$ cat config.mk
export PLATFORM = sky130hd
export DESIGN_NAME = mod_alu_seq
export DESIGN_NICKNAME = d
export VERILOG_FILES = /design/src/rtl/mod_alu_pkg.sv /design/src/rtl/mod_addsub_unit.sv /design/src/rtl/mod_alu_seq.sv
export SDC_FILE = /design/constraint.sdc
export NUM_CORES = 1
export LEC_CHECK = 0
export ABC_AREA = 1
export BUFFER_PORTS_ARGS = -buffer_cell sky130_fd_sc_hd__buf_2
export CAP_MARGIN = 20
export CORE_MARGIN = 2
export CORE_UTILIZATION = 69
export CTS_CLUSTER_SIZE = 16
export DETAILED_ROUTE_END_ITERATION = 7
export MAX_ROUTING_LAYER = met4
export PLACE_DENSITY = 0.95
export SYNTH_ARGS = -nofsm -noshare
export SYNTH_HDL_FRONTEND = slang
export SYNTH_SLANG_ARGS = --single-unit
$ cat constraint.sdc
create_clock -name clk -period 21.1 [get_ports clk]
set_input_delay 1.055 -clock clk [delete_from_list [all_inputs] [get_ports clk]]
set_output_delay 1.055 -clock clk [all_outputs]
set_load 0.005 [all_outputs]
$ cat src/rtl/mod_alu_pkg.sv
// Shared encodings for the sequential modular ALU.
// Opcodes, FSM states and the iteration counter sizing rule.
package mod_alu_pkg;

   typedef enum logic [1:0] {
      OP_ADD = 2'd0,
      OP_SUB = 2'd1,
      OP_MUL = 2'd2,
      OP_INV = 2'd3
   } op_e;

   typedef enum logic [1:0] {
      IDLE = 2'd0,
      BUSY = 2'd1,
      DONE = 2'd2
   } state_e;

   function automatic int cnt_bits(input int w);
      return $clog2(2 * w + 2);
   endfunction

endpackage

$ cat src/rtl/mod_addsub_unit.sv
// Modular add/subtract of two residues already below p.
// One conditional correction by p yields a fully reduced result.
module mod_addsub_unit #(
   parameter int DATAWIDTH = 8
) (
   input  logic [DATAWIDTH-1:0] a,
   input  logic [DATAWIDTH-1:0] b,
   input  logic [DATAWIDTH-1:0] p,
   input  logic                 sub,
   output logic [DATAWIDTH-1:0] r
);

   localparam int W = DATAWIDTH;

   logic [W:0]   sum;
   logic [W:0]   dif;
   logic [W-1:0] sum_red;
   logic [W-1:0] dif_fix;

   assign sum     = {1'b0, a} + {1'b0, b};
   assign dif     = {1'b0, a} - {1'b0, b};
   assign sum_red = sum[W-1:0] - p;
   assign dif_fix = dif[W-1:0] + p;

   always_comb begin
      r = sum[W-1:0];
      if (sub) begin
         r = dif[W] ? dif_fix : dif[W-1:0];
      end else if (sum >= {1'b0, p}) begin
         r = sum_red;
      end
   end

endmodule

$ cat src/rtl/mod_alu_seq.sv
// Sequential modular ALU: ADD/SUB in one step, MUL by double-and-add,
// INV by binary extended Euclid, valid/ready on both sides.
module mod_alu_seq
   import mod_alu_pkg::*;
#(
   parameter int DATAWIDTH = 8
) (
   input  logic                 clk,
   input  logic                 rst_n,
   input  logic                 in_valid,
   output logic                 in_ready,
   input  logic [1:0]           op,
   input  logic [DATAWIDTH-1:0] a,
   input  logic [DATAWIDTH-1:0] b,
   input  logic [DATAWIDTH-1:0] p,
   output logic                 out_valid,
   input  logic                 out_ready,
   output logic [DATAWIDTH-1:0] r,
   output logic                 err
);

   localparam int W  = DATAWIDTH;
   localparam int CW = cnt_bits(DATAWIDTH);
   localparam logic [CW-1:0] MUL_LAST = CW'(DATAWIDTH - 1);
   localparam logic [W-1:0]  ONE      = W'(1);

   state_e        st, st_d;
   op_e           op_q, op_d;
   logic [W-1:0]  u_q, u_d;
   logic [W-1:0]  v_q, v_d;
   logic [W-1:0]  b_q, b_d;
   logic [W-1:0]  p_q, p_d;
   logic [W-1:0]  x1_q, x1_d;
   logic [W-1:0]  x2_q, x2_d;
   logic [W-1:0]  r_q, r_d;
   logic          err_q, err_d;
   logic [CW-1:0] cnt, cnt_d;

   logic [W-1:0]  ua, ub, up, u0r, u1r, macc;
   logic          usub;

   // (x + p) / 2 for odd x, with p odd: (x>>1) + (p>>1) + 1
   function automatic logic [W-1:0] half(
      input logic [W-1:0] x,
      input logic [W-1:0] m
   );
      return (x >> 1) + (x[0] ? (m >> 1) + ONE : '0);
   endfunction

   mod_addsub_unit #(.DATAWIDTH(W)) u_as0 (
      .a   (ua),
      .b   (ub),
      .p   (up),
      .sub (usub),
      .r   (u0r)
   );

   mod_addsub_unit #(.DATAWIDTH(W)) u_as1 (
      .a   (u0r),
      .b   (b_q),
      .p   (p_q),
      .sub (1'b0),
      .r   (u1r)
   );

   assign macc = u_q[W-1] ? u1r : u0r;

   always_comb begin
      st_d  = st;
      op_d  = op_q;
      u_d   = u_q;
      v_d   = v_q;
      b_d   = b_q;
      p_d   = p_q;
      x1_d  = x1_q;
      x2_d  = x2_q;
      r_d   = r_q;
      err_d = err_q;
      cnt_d = cnt;
      ua    = x1_q;
      ub    = x2_q;
      up    = p_q;
      usub  = 1'b0;
      unique case (st)
         IDLE: begin
            ua   = a;
            ub   = b;
            up   = p;
            usub = (op == OP_SUB);
            if (in_valid) begin
               op_d  = op_e'(op);
               u_d   = a;
               v_d   = p;
               b_d   = b;
               p_d   = p;
               x1_d  = ONE;
               x2_d  = '0;
               cnt_d = '0;
               err_d = 1'b0;
               unique case (op_e'(op))
                  OP_ADD, OP_SUB: begin
                     r_d  = u0r;
                     st_d = DONE;
                  end
                  OP_MUL: begin
                     x1_d = '0;
                     st_d = BUSY;
                  end
                  OP_INV: begin
                     if (a == '0) begin
                        r_d   = '0;
                        err_d = 1'b1;
                        st_d  = DONE;
                     end else begin
                        st_d = BUSY;
                     end
                  end
               endcase
            end
         end
         BUSY: begin
            cnt_d = cnt + CW'(1);
            if (op_q == OP_MUL) begin
               ua   = x1_q;
               ub   = x1_q;
               x1_d = macc;
               u_d  = u_q << 1;
               if (cnt == MUL_LAST) begin
                  r_d  = macc;
                  st_d = DONE;
               end
            end else if (u_q == ONE) begin
               r_d  = x1_q;
               st_d = DONE;
            end else if (v_q == ONE) begin
               r_d  = x2_q;
               st_d = DONE;
            end else if (cnt == '1) begin
               r_d  = x1_q;
               st_d = DONE;
            end else if (!u_q[0]) begin
               u_d  = u_q >> 1;
               x1_d = half(x1_q, p_q);
            end else if (!v_q[0]) begin
               v_d  = v_q >> 1;
               x2_d = half(x2_q, p_q);
            end else if (u_q >= v_q) begin
               u_d  = u_q - v_q;
               usub = 1'b1;
               x1_d = u0r;
            end else begin
               v_d  = v_q - u_q;
               ua   = x2_q;
               ub   = x1_q;
               usub = 1'b1;
               x2_d = u0r;
            end
         end
         DONE: begin
            if (out_ready) begin
               st_d = IDLE;
            end
         end
         default: st_d = IDLE;
      endcase
   end

   always_ff @(posedge clk or negedge rst_n) begin
      if (!rst_n) begin
         st    <= IDLE;
         op_q  <= OP_ADD;
         u_q   <= '0;
         v_q   <= '0;
         b_q   <= '0;
         p_q   <= '0;
         x1_q  <= '0;
         x2_q  <= '0;
         r_q   <= '0;
         err_q <= 1'b0;
         cnt   <= '0;
      end else begin
         st    <= st_d;
         op_q  <= op_d;
         u_q   <= u_d;
         v_q   <= v_d;
         b_q   <= b_d;
         p_q   <= p_d;
         x1_q  <= x1_d;
         x2_q  <= x2_d;
         r_q   <= r_d;
         err_q <= err_d;
         cnt   <= cnt_d;
      end
   end

   assign in_ready  = (st == IDLE);
   assign out_valid = (st == DONE);
   assign r         = r_q;
   assign err       = err_q;

endmodule

==> metrics.md <==
| Metric | Value |
|---|---|
| Outcome | finished, violations left |
| Failing checks | DRC |
| Vias per std cell | 6.373 |
| Seq/Total Area, Yosys | 0.1987 |
| Final setup fails | 0 |
| Max frequency | 116.6 MHz |
| CTS Root Buffer Type | clkbuf_16 |
| Largest family of logic cells by synthesized area | simple AND/OR/NAND/NOR gates |
| Htree depth | 3 |
| Placed Area | 8526 um2 |
| Post-CTS sizing | 0 |
| Drt first pass iters | 8 |
| Top FF cell, synth | dfrtp_1 |
| Clock Path Buffers | 2 |
| Post-synth cell types | 50 |
| YS warnings | 0 |
| Syn_nets | 1414 |
| Final Hold Fails | 0 |
| Synth area leaders | dfrtp_1 (20%), nand2_1 (15%), ha_1 (12%), inv_1 (8.5%), nand3_1 (7.0%) |
| Die height | 113.8 um |
| Row count | 40 |
| Initial DRC count | 1251 |
| Synth top cells by count | nand2_1 (336), inv_1 (188), nand3_1 (117) |
| Top cell type's share of synthesized area | 0.1987 |
| CTS clk-pin slew, worst paths | 0.06 ns |
| Post-synth EDFFs | 0 |
| Crit path arrival time | 8.82 ns |
| Die footprint | 12940 um2 |
| Hold Path Class | reg2reg |
| Number of remaining DRC errors | 6 |
| Synth Area in Adders | 0.1460 |
| CP max stage delay | 0.61 ns |
| Setup crit end kind | flip-flop |
| Hold-fix buffers, CTS | 0 |
| CTS tree | done |
| Total wire length | 28780 um |
| Post-synthesis mux area share | 0 |
| FF+latch count, synth | 66 |
| Worst slew margin | 0.4136 |
| Leading area contributor after synthesis | dfrtp_1 |
| RSZ-0062 raised after global routing | no |
| Fin crit period | 8.578 ns |
| Crit path top cell by count | nand2_1 |
| Max Slew Vio Count | 0 |
| Layout cell share with drive strength beyond 1 | 0.08213 |
| Reg2reg setup slack | 12.52 ns |
| Core area | 11860 um2 |
| Compound-Gate Fraction of Synth Area | 0.1733 |
| Total congestion overflow | 0 |
| DIE WIDTH | 113.8 um |
| PortBufs | 40 |
| Startpoint types | flip-flop |
| Worst Path Max Fanout | 16 |
| WL/cell | 19.69 um |
| Crit Path Class | reg2reg |
| TNS Setup | 0 ns |
| Cells after Synth | 1293 |
| Synth Area in XOR/XNOR | 0.04426 |
| Most frequent cell after synthesis | nand2_1 |
| Post-CTS Setup Bufs | 0 |
| Synthesized area per cell | 6.428 um2 |
| Worst Tran Pin Value | 0.8796 ns |
| Clk Latency, worst-skew pair | 0.35 ns |
| Reg2reg start | u_q[0] |
| Nets@finish | 1431 |
| Vias in the first global route | 8598 |
| Ys async rst share | 1.000 |
| GRT Total Usage | 0.4710 |
| Diode count | 0 |
| I/O Pins | 41 |
| Hold wc startpoint | err |
| CTS Buf Count | 9 |
| HPWL Detailed | 22670 um |
| Synth Area in Simple Gates | 0.3227 |
| Final ANT Viol Nets | 0 |
| Vias | 9318 |
| Critical-path top delay cell | dfrtp_1 |
| First-pass GRT wire length | 45240 um |
| Cell Area, Synth | 8312 um2 |
| Largest net degree at the start of global routing | 67 |
| Max_cap viols | 0 |
| Initial antenna violation count | 0 |
| Layout area overhead | 5.991% |
| Initial Util | 0.7007 |
| Final worst-path cycle share | 0.4066 |
| Clock skew | 0.006364 ns |
| Clock Sinks | 66 |
| Cell area after layout | 8810 um2 |
| RD Place Congestion | 1.097 |
| Critical Path RT | 21.34 ns |
| CP startpoint | u_q[0] |
[critical path: cells and delay by family (launching register included)]
family | cells | cell delay (ns)
AO/OA/AOI/OAI | 8 | 1.25
XOR/XNOR | 1 | 0.19
adder cells (fa/ha/maj) | 7 | 2.28
buffers and inverters | 7 | 0.70
flip-flops | 1 | 0.61
AND/OR/NAND/NOR | 28 | 3.40
[worst paths after layout]
path,cells past startpoint,to
worst max-delay path,51,x1_q[7]
worst min-delay path,2,err
worst max register to register,51,x1_q[7]
worst min register to register,2,err
max in group asynchronous,2,cnt[1]
min in group asynchronous,2,p_q[6]
[sequential cells by signal (all words and copies together) (netlist names)]
register,count
p_q,8
r,8
v_q,8
u_q,8
st,2
x2_q,8
cnt,5
err,1
b_q,8
op_q,2
x1_q,8
[final cells by class]
type / count / area [um2]
Inverter: 204 / 770.7
Tap cell: 147 / 183.9
Multi-Input combinational cell: 987 / 5704
Timing Repair Buffer: 42 / 215.2
Clock buffer: 14 / 274.0
Sequential cell: 66 / 1652
Clock inverter: 2 / 10.01
Fill cell: 1036 / 3052
[cell usage in the layout (no fill, tap or decap), types with 14 or more instances in the layout]
cell	count
nand2_1	336
inv_1	188
nand3_1	117
o21ai_0	82
ha_1	81
a21oi_1	79
nor2_1	73
dfrtp_1	66
buf_2	40
xor2_1	28
nand4_1	21
o211ai_1	17
o21ai_1	15
a22oi_1	14
xnor2_1	14
[logic make-up (layout without fill, tap and decap cells)]
| kind of cell | after synthesis | after routing |
|---|---|---|
| simple gates | 602 | 602 |
| compound gates | 252 | 252 |
| buf+inv | 240 | 262 |
| fa+ha+maj | 91 | 91 |
| flops | 66 | 66 |
| xor+xnor | 42 | 42 |
[per-stage QoR]
stage                 util  setup WS, ns  hold slack (ns)  instances
floorplan                -         13.80           0.4530       1293
global placement    0.7188         12.93           0.4682       1446
detailed placement  0.7188         12.76           0.4739       1446
CTS                 0.7427         12.72           0.4860       1462
global route        0.7427         11.75           0.5292       1462
finish              0.7427         12.52           0.4830       1462
[per-layer routing]
| layer | vias up | share of wire | GRT usage |
|---|---|---|---|
| li1 | 4278 | - | - |
| met1 | 4216 | 0.38 | 0.5820 |
| met2 | 659 | 0.43 | 0.7102 |
| met3 | 165 | 0.12 | 0.1116 |
| met4 | 0 | 0.072 | 0.2675 |
| met5 | - | 0 | - |
Power is not shown: default switching activity piles up to over one toggle a cycle in this logic, so the estimate is an artifact.
